`config.mk`:
```
export PLATFORM = sky130hd
export DESIGN_NAME = resource_arbiter_ctrl
export DESIGN_NICKNAME = d
export VERILOG_FILES = /design/src/rtl/resource_arbiter_ctrl.sv
export SDC_FILE = /design/constraint.sdc
export NUM_CORES = 1
export LEC_CHECK = 0
export CAP_MARGIN = 25
export CORE_ASPECT_RATIO = 0.75
export CORE_MARGIN = 1
export CORE_UTILIZATION = 49
export CTS_CLUSTER_SIZE = 24
export DETAILED_ROUTE_END_ITERATION = 16
export HOLD_SLACK_MARGIN = 0.08
export MAX_ROUTING_LAYER = met4
export PLACE_DENSITY = 0.76
export SYNTH_ARGS = -nofsm -noshare
export SYNTH_HDL_FRONTEND = slang
export SYNTH_SLANG_ARGS = --single-unit
```
`constraint.sdc`:
```
create_clock -name clk -period 1.9 [get_ports clk]
set_input_delay 0.38 -clock clk [delete_from_list [all_inputs] [get_ports clk]]
set_output_delay 0.38 -clock clk [all_outputs]
set_load 0.01 [all_outputs]
```
`src/rtl/resource_arbiter_ctrl.sv`:
```
// Round-robin time-multiplexer for one shared resource: fixed-length grant windows,
// lock-based extension bounded by per-requester starvation watchdogs, and per-requester flush.
module resource_arbiter_ctrl #(
  parameter int NUM_REQ     = 2,
  parameter int HOLD_CYCLES = 1,
  parameter int MAX_WAIT    = 8,
  parameter int ID_W        = (NUM_REQ > 1) ? $clog2(NUM_REQ) : 1
) (
  input  logic               clk,
  input  logic               reset,
  input  logic [NUM_REQ-1:0] req,
  input  logic [NUM_REQ-1:0] lock,
  input  logic [NUM_REQ-1:0] flush,
  output logic [NUM_REQ-1:0] grant,
  output logic [ID_W-1:0]    owner_id,
  output logic               busy,
  output logic [NUM_REQ-1:0] stall,
  output logic [NUM_REQ-1:0] starved,
  output logic               fsm_state
);

  localparam int CNT_W = $clog2(MAX_WAIT + 1);
  localparam logic [CNT_W-1:0] MAX_CNT = CNT_W'(MAX_WAIT);
  localparam logic [7:0] HOLD_LOAD = 8'(HOLD_CYCLES - 1);

  typedef enum logic {
    IDLE = 1'b0,
    HOLD = 1'b1
  } state_t;

  state_t             state, state_n;
  logic [NUM_REQ-1:0] grant_n;
  logic [ID_W-1:0]    owner_n;
  logic               busy_n;
  logic [ID_W-1:0]    ptr, ptr_n, ptr_inc, win;
  logic [7:0]         hold_cnt, hold_n;
  logic [CNT_W-1:0]   wait_cnt [NUM_REQ];
  logic [NUM_REQ-1:0] ereq;
  logic               other_starved;

  assign ereq          = req & ~flush;
  assign stall         = ereq & ~grant;
  assign other_starved = |(starved & ~grant);
  assign fsm_state     = logic'(state);

  // Starved requesters take absolute priority (lowest index); otherwise circular search from p.
  function automatic logic [ID_W-1:0] pick_winner(input logic [NUM_REQ-1:0] r,
                                                  input logic [NUM_REQ-1:0] s,
                                                  input logic [ID_W-1:0]    p);
    logic [ID_W-1:0] starve_idx, hi_idx, lo_idx;
    logic            starve_hit, hi_hit;
    starve_idx = '0;
    hi_idx     = '0;
    lo_idx     = '0;
    starve_hit = 1'b0;
    hi_hit     = 1'b0;
    for (int i = NUM_REQ - 1; i >= 0; i--) begin
      if (r[i] && s[i]) begin
        starve_idx = ID_W'(i);
        starve_hit = 1'b1;
      end
      if (r[i] && (i >= int'(p))) begin
        hi_idx = ID_W'(i);
        hi_hit = 1'b1;
      end
      if (r[i]) lo_idx = ID_W'(i);
    end
    if (starve_hit)  return starve_idx;
    else if (hi_hit) return hi_idx;
    else             return lo_idx;
  endfunction

  always_comb begin
    state_n = state;
    grant_n = grant;
    owner_n = owner_id;
    busy_n  = busy;
    ptr_n   = ptr;
    hold_n  = hold_cnt;
    ptr_inc = (owner_id == ID_W'(NUM_REQ - 1)) ? '0 : owner_id + ID_W'(1);
    // On a release the search already starts from the advanced pointer.
    win     = pick_winner(ereq, starved, (state == HOLD) ? ptr_inc : ptr);
    case (state)
      IDLE: begin
        if (|ereq) begin
          state_n = HOLD;
          grant_n = NUM_REQ'(1) << win;
          owner_n = win;
          busy_n  = 1'b1;
          hold_n  = HOLD_LOAD;
        end
      end
      HOLD: begin
        if (!ereq[owner_id]) begin
          // Abort beats window end: no re-arbitration on this edge.
          state_n = IDLE;
          grant_n = '0;
          busy_n  = 1'b0;
          ptr_n   = ptr_inc;
        end else if (hold_cnt != 8'd0) begin
          hold_n = hold_cnt - 8'd1;
        end else if (lock[owner_id] && !other_starved) begin
          hold_n = HOLD_LOAD;
        end else begin
          ptr_n = ptr_inc;
          if (|ereq) begin
            grant_n = NUM_REQ'(1) << win;
            owner_n = win;
            hold_n  = HOLD_LOAD;
          end else begin
            state_n = IDLE;
            grant_n = '0;
            busy_n  = 1'b0;
          end
        end
      end
      default: state_n = IDLE;
    endcase
  end

  always_ff @(posedge clk or negedge reset) begin
    if (!reset) begin
      state    <= IDLE;
      grant    <= '0;
      owner_id <= '0;
      busy     <= 1'b0;
      ptr      <= '0;
      hold_cnt <= '0;
    end else begin
      state    <= state_n;
      grant    <= grant_n;
      owner_id <= owner_n;
      busy     <= busy_n;
      ptr      <= ptr_n;
      hold_cnt <= hold_n;
    end
  end

  // Wait counters saturate at MAX_WAIT; starved lags the counter by one cycle and clears with it.
  always_ff @(posedge clk or negedge reset) begin
    if (!reset) begin
      starved <= '0;
      for (int i = 0; i < NUM_REQ; i++) wait_cnt[i] <= '0;
    end else begin
      for (int i = 0; i < NUM_REQ; i++) begin
        if (grant[i] || !ereq[i]) begin
          wait_cnt[i] <= '0;
          starved[i]  <= 1'b0;
        end else begin
          if (wait_cnt[i] != MAX_CNT) wait_cnt[i] <= wait_cnt[i] + CNT_W'(1);
          starved[i] <= (wait_cnt[i] == MAX_CNT);
        end
      end
    end
  end

endmodule

```
# [Word level (Yosys, flattened, before mapping)]
# Cells that the tools add are included.
[op_classes] n_reduce_logical=18 n_mux=51 shift=1 addsub=4 bitwise_logic=6 n_lt_le_gt_ge=2 eq_ne=13
[ops] op="$mux 1" n=33
[ops] op="$mux 8" n=4
[ops] op="$mux 4" n=4
[ops] op="$pmux 8 s2" n=1
[ops] op="$mux 2" n=5
[ops] op="$ne 2x2->1 const B" n=5
[ops] op="$ne 3x3->1 const B" n=3
[ops] op="$reduce_and 3->1" n=3
[ops] op="$add 4x1->4 const B" n=2
[ops] op="$eq 4x4->1 const B" n=2
[ops] op="$ne 4x4->1 const B" n=2
[ops] op="$reduce_bool 8->1" n=1
[ops] op="$sub 8x1->8 const B" n=1
[ops] op="$and 2x2->2" n=3
[ops] op="$pmux 1 s2" n=3
[ops] op="$logic_and 1x1->1" n=4
[ops] op="$not 2->2" n=2
[ops] op="$pmux 2 s2" n=1
[ops] op="$reduce_and 4->1" n=1
[ops] op="$reduce_bool 2->1" n=2
[ops] op="$reduce_or 2->1" n=2
[ops] op="$logic_not 1->1" n=3
[ops] op="$logic_or 1x1->1" n=2
[ops] op="$lt 1x2->1 const B" n=1
[ops] op="5 further kinds" n=5
[word_totals] reg_bits=24 word_cells=104 inputBits=8 output_inout_bits=9

# [Logic depth before layout (Yosys ltp)]
# Gate-level depths: netlist of run 1.
[logic_depth] depth_word=14 mapped_depth=7 ltp_nobuf=7

# [Worst setup path before layout of run 1]
# OpenSTA, ideal clock, no wires.
[synth_timing] path_kind="flip-flop to flip-flop" from="register hold_cnt[2]" to="register hold_cnt[7]" path_buffers=0 slack_ns=0.063 required_ns=1.779 arrival_time_ns=1.716 path_stages_with_launch=5 path_cell_list="dfrtp_1 -> or4_4 -> or4_4 -> a21o_1 -> a22o_1"
[synth_between] elab_chain_len=4 elab_cells_between_ends=5 classes_between="add/sub (1); mux (3); reduce/logical (1)"
[synth_rtl] item="start, declared" line="36" source="logic [7:0] hold_cnt, hold_n;"
[synth_rtl] item="start signal, assigned" line="135" source="hold_cnt <= hold_n;"
[synth_rtl] item="$sub 8x1->8 / $reduce_bool 8->1 (equally long branches)" line="101, 100"
[synth_rtl] item="$mux 8 *" line="100" source="end else if (hold_cnt != 8'd0) begin"
[synth_rtl] item="$mux 8 *" line="94" source="if (!ereq[owner_id]) begin"
[synth_rtl] item="$pmux 8 s2 *" line="83" source="case (state)"
# Mark *: on every way between the ends. The rest lies on a longest branch, timed or not. The select of a mux whose other input is x is not followed.
# A chain may end at the register's enable or synchronous reset.

# [Worst setup path in the final report of run 1]
[layout_timing] from="register hold_cnt[3]" to="register hold_cnt[7]"
# Same word-level chain as after synthesis.

==> parameters.txt, run 1 <==
Parameter                              Value

Setup path
  Required time at the worst-slack endpoint ... 2070 ps
  Classification of the worst setup path ... reg2reg
  Critical path fanouts, max ... 6
  Startpoint of the worst register-to-register path ... hold_cnt[3]$_DFFE_PN0P_
  Data arrival at the endpoint of the critical path ... 2020 ps
  Cell count of the worst reg-to-reg path ... 6
  Worst Setup EP ... hold_cnt[7]$_DFFE_PN0P_
  Critical R2R Capture ... hold_cnt[7]$_DFFE_PN0P_
  Endpoint type of the worst setup path ... register
  Critical Path Source Type ... register
  Beginning of the critical path ... hold_cnt[3]$_DFFE_PN0P_
  Worst-case register-to-register setup slack ... 50 ps

Detailed routing
  Final ANT Viol Nets ... 0
  Number of design-rule violations left by the first detailed-router iteration ... 45
  Final wirelength ... 2.97 mm
  Via/cell ratio ... 5.40
  Routed length per instance ... 13.5 µm
  Number of design rule violations left after detail routing ... 0
  Vias post-DR ... 1,189
  1st-pass router iterations ... 4

Floorplan
  Floorplan die width ... 62.8 µm
  Total die area ... 2980 µm²
  Die span in y ... 47.6 µm
  Std cell rows ... 16
  Core outline area ... 2620 µm²
  Initial standard-cell utilization of the core ... 0.517
  Number of ports placed on the die boundary ... 17

Finish
  Area taken by multi-input logic gates ... 728 µm²
  Final core area utilization ... 0.678
  Finished Layout Cells ... 220
  Leading cell type in the layout, fill and taps excluded ... sky130_fd_sc_hd__dfrtp_1
  Number of filler cells placed in the layout ... 202
  Number of nets at the end of the flow ... 199
  Highest-count cells in the layout ignoring fill and taps ... sky130_fd_sc_hd__dfrtp_1, sky130_fd_sc_hd__nor2_1, sky130_fd_sc_hd__buf_4
  Share of cells above drive strength 1 ... 0.196
  Storage element area ... 601 µm²
  Area growth from synthesis to layout ... 31.2%
  Antenna Diode Count ... 0

Clock network
  Clock-pin slew reported for the worst setup and hold paths after clock tree synthesis ... 90 ps
  Deepest level of the CTS H-tree ... 1
  Clk sinks ... 24
  Worst-case clock buffer depth ... 2
  Number of clock buffers inserted by TritonCTS ... 3
  Clock latency on the worst-skew pair ... 270 ps
  Buffer type at the clock tree root ... sky130_fd_sc_hd__clkbuf_8
  TritonCTS clock tree ... yes

Synthesis
  Share of synthesized flip-flops with an asynchronous set or reset ... 1.00
  Sequential fraction of the synthesis area ... 0.443
  Area share of the largest cell type after synthesis ... 0.443
  Cell taking the most area after synthesis ... sky130_fd_sc_hd__dfrtp_1
  Syn Nets ... 164
  Cells after Synth ... 150
  Average footprint of a synthesized cell ... 9.04 µm²
  Yosys warns ... 0
  Dominant register cell in the synthesized netlist ... sky130_fd_sc_hd__dfrtp_1
  Yosys reg bits ... 24
  Most area-consuming cells after synthesis ... sky130_fd_sc_hd__dfrtp_1, sky130_fd_sc_hd__a21oi_1, sky130_fd_sc_hd__ha_1, sky130_fd_sc_hd__nor2_1, sky130_fd_sc_hd__nand2b_1
  Number of enable-type register cells in the synthesized netlist ... 0
  Unique cell type count in the Yosys netlist ... 31
  Netlist Area Pre-Place ... 1360 µm²

STA
  Worst hold margin ... 458 ps
  Fin crit period ... 1850 ps
  Post-route clock period utilization ... 0.974
  Final Hold Violating Endpoints ... 0
  Finish-stage setup viols ... 0
  Max-slew violation total from the final report ... 0
  Worst Clk Skew ... 8.33 ps
  Sum of negative setup slack ... 0 ps
  Highest achievable clock rate ... 541 MHz
  Slew headroom ... 0.722
  Transition time at the pin with the least slew margin ... 414 ps

Power
  Pwr/cell area ... 1470 nW/µm²
  Overall power after layout ... 2.61 mW
  Static power due to leakage ... 0.812 nW
  Max VDD drop ... 0.000832 V

Global route
  Antenna violations before repair ... 0
  Maximum number of pins on one net before global-route repair ... 25
  Overflow after GRT ... 0
  Number of global-route vias before repair ... 1,007
  Global Route Usage Sum ... 0.206
  First-pass GRT wire length ... 4.57 mm

Worst hold path
  Path class of the lowest-slack min-delay path ... in2async

Placed design
  Placed Cells ... 216
  Routability-driven placement congestion ratio ... 0.882
  Total of buffers placed on input and output ports ... 16
  Placed wire-length estimate after detailed placement ... 2.21 mm

Run
  Max-capacitance violation count ... 0

Status
  Status ... completed
-- state kept, by name (all words and copies together) (netlist names) --
register / cells
fsm_state: 1
owner_id: 1
starved: 2
wait_cnt: 8
hold_cnt: 8
ptr: 1
busy: 1
grant: 2
-- cells in the mapped netlist, drive strengths merged (2+ instances only) --
library cell,number
dfrtp,24
nor2,18
a21oi,15
inv,13
nand2,9
nand2b,9
o21ai,8
nor3,7
ha,6
nand3,5
or3,4
a21o,3
buf,3
a211oi,2
mux2i,2
nand3b,2
nor2b,2
o221ai,2
o22ai,2
or2,2
or4,2
xnor2,2
xor2,2
-- kinds of logic (layout without fill, tap and decap cells) --
group	count (synthesis)	after routing	share of synthesized area
compound gates	37	37	0.172
xor+xnor	4	4	0.0258
fa+ha+maj	6	6	0.0553
buf+inv	16	50	0.0470
flops	24	24	0.443
mux	3	3	0.0231
simple gates	60	60	0.234
-- worst min path at each step --
stage | slack [ps] | start | cells after the start | to
after floorplan | 80 | reset | 0 | busy$_DFFE_PN0P_
after global placement | 500 | hold_cnt[7]$_DFFE_PN0P_ | 1 | hold_cnt[7]$_DFFE_PN0P_
after detailed placement | 510 | hold_cnt[7]$_DFFE_PN0P_ | 1 | hold_cnt[7]$_DFFE_PN0P_
after CTS | 470 | reset | 2 | hold_cnt[2]$_DFFE_PN0P_
after global routing | 480 | reset | 2 | hold_cnt[1]$_DFFE_PN0P_
final | 460 | reset | 2 | hold_cnt[1]$_DFFE_PN0P_
-- critical path, stage by stage, from the launching register on --
cell	delay [ps]
sky130_fd_sc_hd__dfrtp_1	390
sky130_fd_sc_hd__or4_4	570
sky130_fd_sc_hd__nor3_4	250
sky130_fd_sc_hd__nor3_1	80
sky130_fd_sc_hd__buf_4	160
sky130_fd_sc_hd__a21o_1	150
sky130_fd_sc_hd__a22o_1	170
-- what timing repair did --
action,CTS,global route
hold buffers,0,0
setup endpoints to repair,4,10
pin swaps,0,3
setup buffers,0,1
resized for setup,5,7
-- layout make-up --
cell class | count | area share
inverter | 13 | 0.0274
clock inverter | 1 | 0.0169
sequential | 24 | 0.338
tap | 36 | 0.0253
clock buffer | 3 | 0.0232
multi-input combinational | 110 | 0.409
timing repair buffer | 33 | 0.160
-- per-stage QoR --
| stage | setup WS [ps] | cell area [µm²] |
|---|---|---|
| 2_1_floorplan | 62.7 | 1360 |
| 3_3_place_gp | -275 | 1670 |
| 3_5_place_dp | -286 | 1670 |
| 4_1_cts | 4.10 | 1750 |
| 5_1_grt | -9.50 | 1780 |
| 6_report | 50.3 | 1780 |
-- where the power goes --
group / leakage [nW] / internal, mW / switching (mW)
Clock: 0.0357 / 0.281 / 0.166
Sequential: 0.322 / 0.641 / 0.140
Combinational: 0.454 / 0.684 / 0.698
-- metal layers --
metal	up-vias	track usage	part of all wire
met3	0	0.0452	0.029
met2	22	0.357	0.50
met4	0	0	0
met5	-	-	0
met1	578	0.268	0.47
li1	589	-	-
Note: power is estimated with default switching activity, not from simulation.
==> run 2, diff against run 1 <==
ABC_AREA = 1   (was not set)
CORE_UTILIZATION = 50   (was 49)
==> run 2 against run 1 <==
  * Critical path depth decreased by 1
  * Highest routed layer is now met4
  * Setup slack improved by 20 ps
  * Largest power group unchanged
  * Via count increased by 7.9%
  * Die area increased by 6.5%
  * Routed wire length increased by 11%
  * Final cell count increased by 18%
==> parameters.txt, run 2 <==
Parameter                              Value

Global route
  Number of global-route vias before repair ... 1,283
  Antenna violations before repair ... 0
  First-pass GRT wire length ... 5.71 mm
  Global Route Usage Sum ... 0.244
  Overflow after GRT ... 0
  Maximum number of pins on one net before global-route repair ... 25

Clock network
  Clk sinks ... 24
  Clock latency on the worst-skew pair ... 270 ps
  Worst-case clock buffer depth ... 2
  Number of clock buffers inserted by TritonCTS ... 3
  Deepest level of the CTS H-tree ... 1
  Post-CTS repair timing setup buffer count ... 0
  Buffer type at the clock tree root ... sky130_fd_sc_hd__clkbuf_8
  Number of hold buffers added after CTS ... 0
  Post-CTS sizing ... 2
  Clock-pin slew reported for the worst setup and hold paths after clock tree synthesis ... 90 ps
  TritonCTS clock tree ... yes

Synthesis
  Unique cell type count in the Yosys netlist ... 23
  Yosys reg bits ... 24
  Yosys warns ... 0
  Netlist Area Pre-Place ... 1480 µm²
  Cells after Synth ... 197
  Most common library cells after synthesis ... sky130_fd_sc_hd__nand2_1, sky130_fd_sc_hd__dfrtp_1, sky130_fd_sc_hd__inv_1
  Area share of the largest cell type after synthesis ... 0.406
  Library cell with the highest instance count after synthesis ... sky130_fd_sc_hd__nand2_1
  Dominant register cell in the synthesized netlist ... sky130_fd_sc_hd__dfrtp_1
  Cell taking the most area after synthesis ... sky130_fd_sc_hd__dfrtp_1
  Syn Nets ... 211
  Sequential fraction of the synthesis area ... 0.406
  Number of enable-type register cells in the synthesized netlist ... 0
  Most area-consuming cells after synthesis ... sky130_fd_sc_hd__dfrtp_1, sky130_fd_sc_hd__nand2_1, sky130_fd_sc_hd__nand3_1, sky130_fd_sc_hd__inv_1, sky130_fd_sc_hd__ha_1
  Share of synthesized flip-flops with an asynchronous set or reset ... 1.00
  Average footprint of a synthesized cell ... 7.50 µm²

Finish
  Top Registers ... hold_cnt: 8 flops, wait_cnt: 8 flops
  Share of cells above drive strength 1 ... 0.152
  Finished Layout Cells ... 259
  Leading cell type in the layout, fill and taps excluded ... sky130_fd_sc_hd__nand2_1
  Highest-count cells in the layout ignoring fill and taps ... sky130_fd_sc_hd__nand2_1, sky130_fd_sc_hd__dfrtp_1, sky130_fd_sc_hd__inv_1
  Antenna Diode Count ... 0
  Area growth from synthesis to layout ... 21.4%
  Number of nets at the end of the flow ... 238

Placed design
  Placed wire-length estimate after detailed placement ... 2.52 mm
  Total of buffers placed on input and output ports ... 16
  Placed Cells ... 255
  Routability-driven placement congestion ratio ... 0.902

Setup path
  Critical R2R Capture ... grant[1]$_DFFE_PN0P_
  Worst-case register-to-register setup slack ... 520 ps
  Critical path fanouts, max ... 3
  Cell count of the worst reg-to-reg path ... 8
  Classification of the worst setup path ... in2out
  Endpoint type of the worst setup path ... primary output
  Startpoint of the worst register-to-register path ... fsm_state$_DFF_PN0_
  Critical Path Source Type ... input pin
  Data arrival at the endpoint of the critical path ... 1450 ps
  Required time at the worst-slack endpoint ... 1520 ps

Floorplan
  Core outline area ... 2700 µm²
  Initial standard-cell utilization of the core ... 0.547
  Number of ports placed on the die boundary ... 17
  Std cell rows ... 16
  Total die area ... 3180 µm²
  Die span in y ... 49.1 µm
  Floorplan die width ... 64.8 µm

Power
  Power share of the clock group ... 0.178
  Internal power ... 1.43 mW
  Static power due to leakage ... 0.958 nW
  Share of power burned in combinational logic ... 0.493
  Overall power after layout ... 2.53 mW
  Seq pwr share ... 0.328
  Pwr/cell area ... 1410 nW/µm²
  Switching power total ... 1.09 mW
  Switching portion of total power ... 0.433
  Max VDD drop ... 0.000730 V

STA
  Fin crit period ... 1830 ps
  RSZ-0062 raised after global routing ... false
  Final Hold Violating Endpoints ... 0
  Slew headroom ... 0.793
  Max-slew violation total from the final report ... 0
  Highest achievable clock rate ... 546 MHz
  Finish-stage setup viols ... 0
  Worst Clk Skew ... 13.3 ps
  Post-route clock period utilization ... 0.963
  Transition time at the pin with the least slew margin ... 311 ps

Detailed routing
  Via/cell ratio ... 4.95
  Number of design-rule violations left by the first detailed-router iteration ... 96
  Number of design rule violations left after detail routing ... 0
  Routed length per instance ... 12.7 µm
  1st-pass router iterations ... 4
  Final ANT Viol Nets ... 0
  Final wirelength ... 3.29 mm
  Vias post-DR ... 1,283

Status
  Status ... completed

Worst hold path
  Path class of the lowest-slack min-delay path ... in2async

Run
  Max-capacitance violation count ... 0
==> run 2: area by class of cell <==
class / instances / area, µm²
timing repair buffer: 23 / 211
fill: 217 / 908
clock inverter: 1 / 30.0
multi-input combinational: 143 / 757
clock buffer: 3 / 41.3
inverter: 29 / 109
tap: 36 / 45.0
sequential: 24 / 601
==> run 2: how the worst max path moves through the flow <==
stage,end,cells after the start,slack [ps],startpoint
after floorplan,owner_id$_DFFE_PN0P_,9,700,hold_cnt[0]$_DFFE_PN0P_
after global placement,stall[0],5,-160,flush[0]
after detailed placement,stall[0],5,-190,flush[0]
after CTS,stall[0],5,60,flush[0]
after global routing,stall[1],5,10,flush[1]
final,stall[0],5,70,flush[0]
==> run 2: routing by layer <==
layer	GRT usage	wire, µm	vias up
li1	-	-	661
met2	0.413	1550	43
met5	-	0	-
met1	0.307	1520	577
met4	0.0444	13	0
met3	0.0444	200	2
==> run 2: power by group through the flow <==
stage	clock network (mW)	logic [mW]	registers [mW]
final	0.451	1.25	0.830
after global routing	0.480	1.40	0.853
after CTS	0.454	1.25	0.826
after detailed placement	0	1.24	0.833
after global placement	0	1.17	0.826
after floorplan	0	0.883	0.824
==> run 2: cell families after synthesis <==
group / count (synthesis) / synth area share
AO/OA/AOI/OAI: 10 / 0.0440
XOR/XNOR: 7 / 0.0415
adder cells (fa/ha/maj): 6 / 0.0508
buffers and inverters: 30 / 0.0813
flip-flops: 24 / 0.406
AND/OR/NAND/NOR: 120 / 0.376
==> run 2: through the flow <==
step | hold slack (ps) | cell area [µm²] | setup slack (ps) | TNS, ps | utilization
2_1_floorplan | 84.4 | 1480 | 702 | 0 | -
3_3_place_gp | 468 | 1720 | -156 | -307 | 0.638
3_5_place_dp | 475 | 1720 | -195 | -370 | 0.638
4_1_cts | 467 | 1790 | 64.6 | 0 | 0.663
5_1_grt | 482 | 1790 | 10.9 | 0 | 0.664
6_report | 453 | 1790 | 70.2 | 0 | 0.664
==> run 2: critical path: stages <==
cell,delay (ps)
sky130_fd_sc_hd__clkdlybuf4s50_1,420
sky130_fd_sc_hd__inv_1,90
sky130_fd_sc_hd__nand2_2,60
sky130_fd_sc_hd__nor2_1,180
sky130_fd_sc_hd__clkdlybuf4s15_1,310
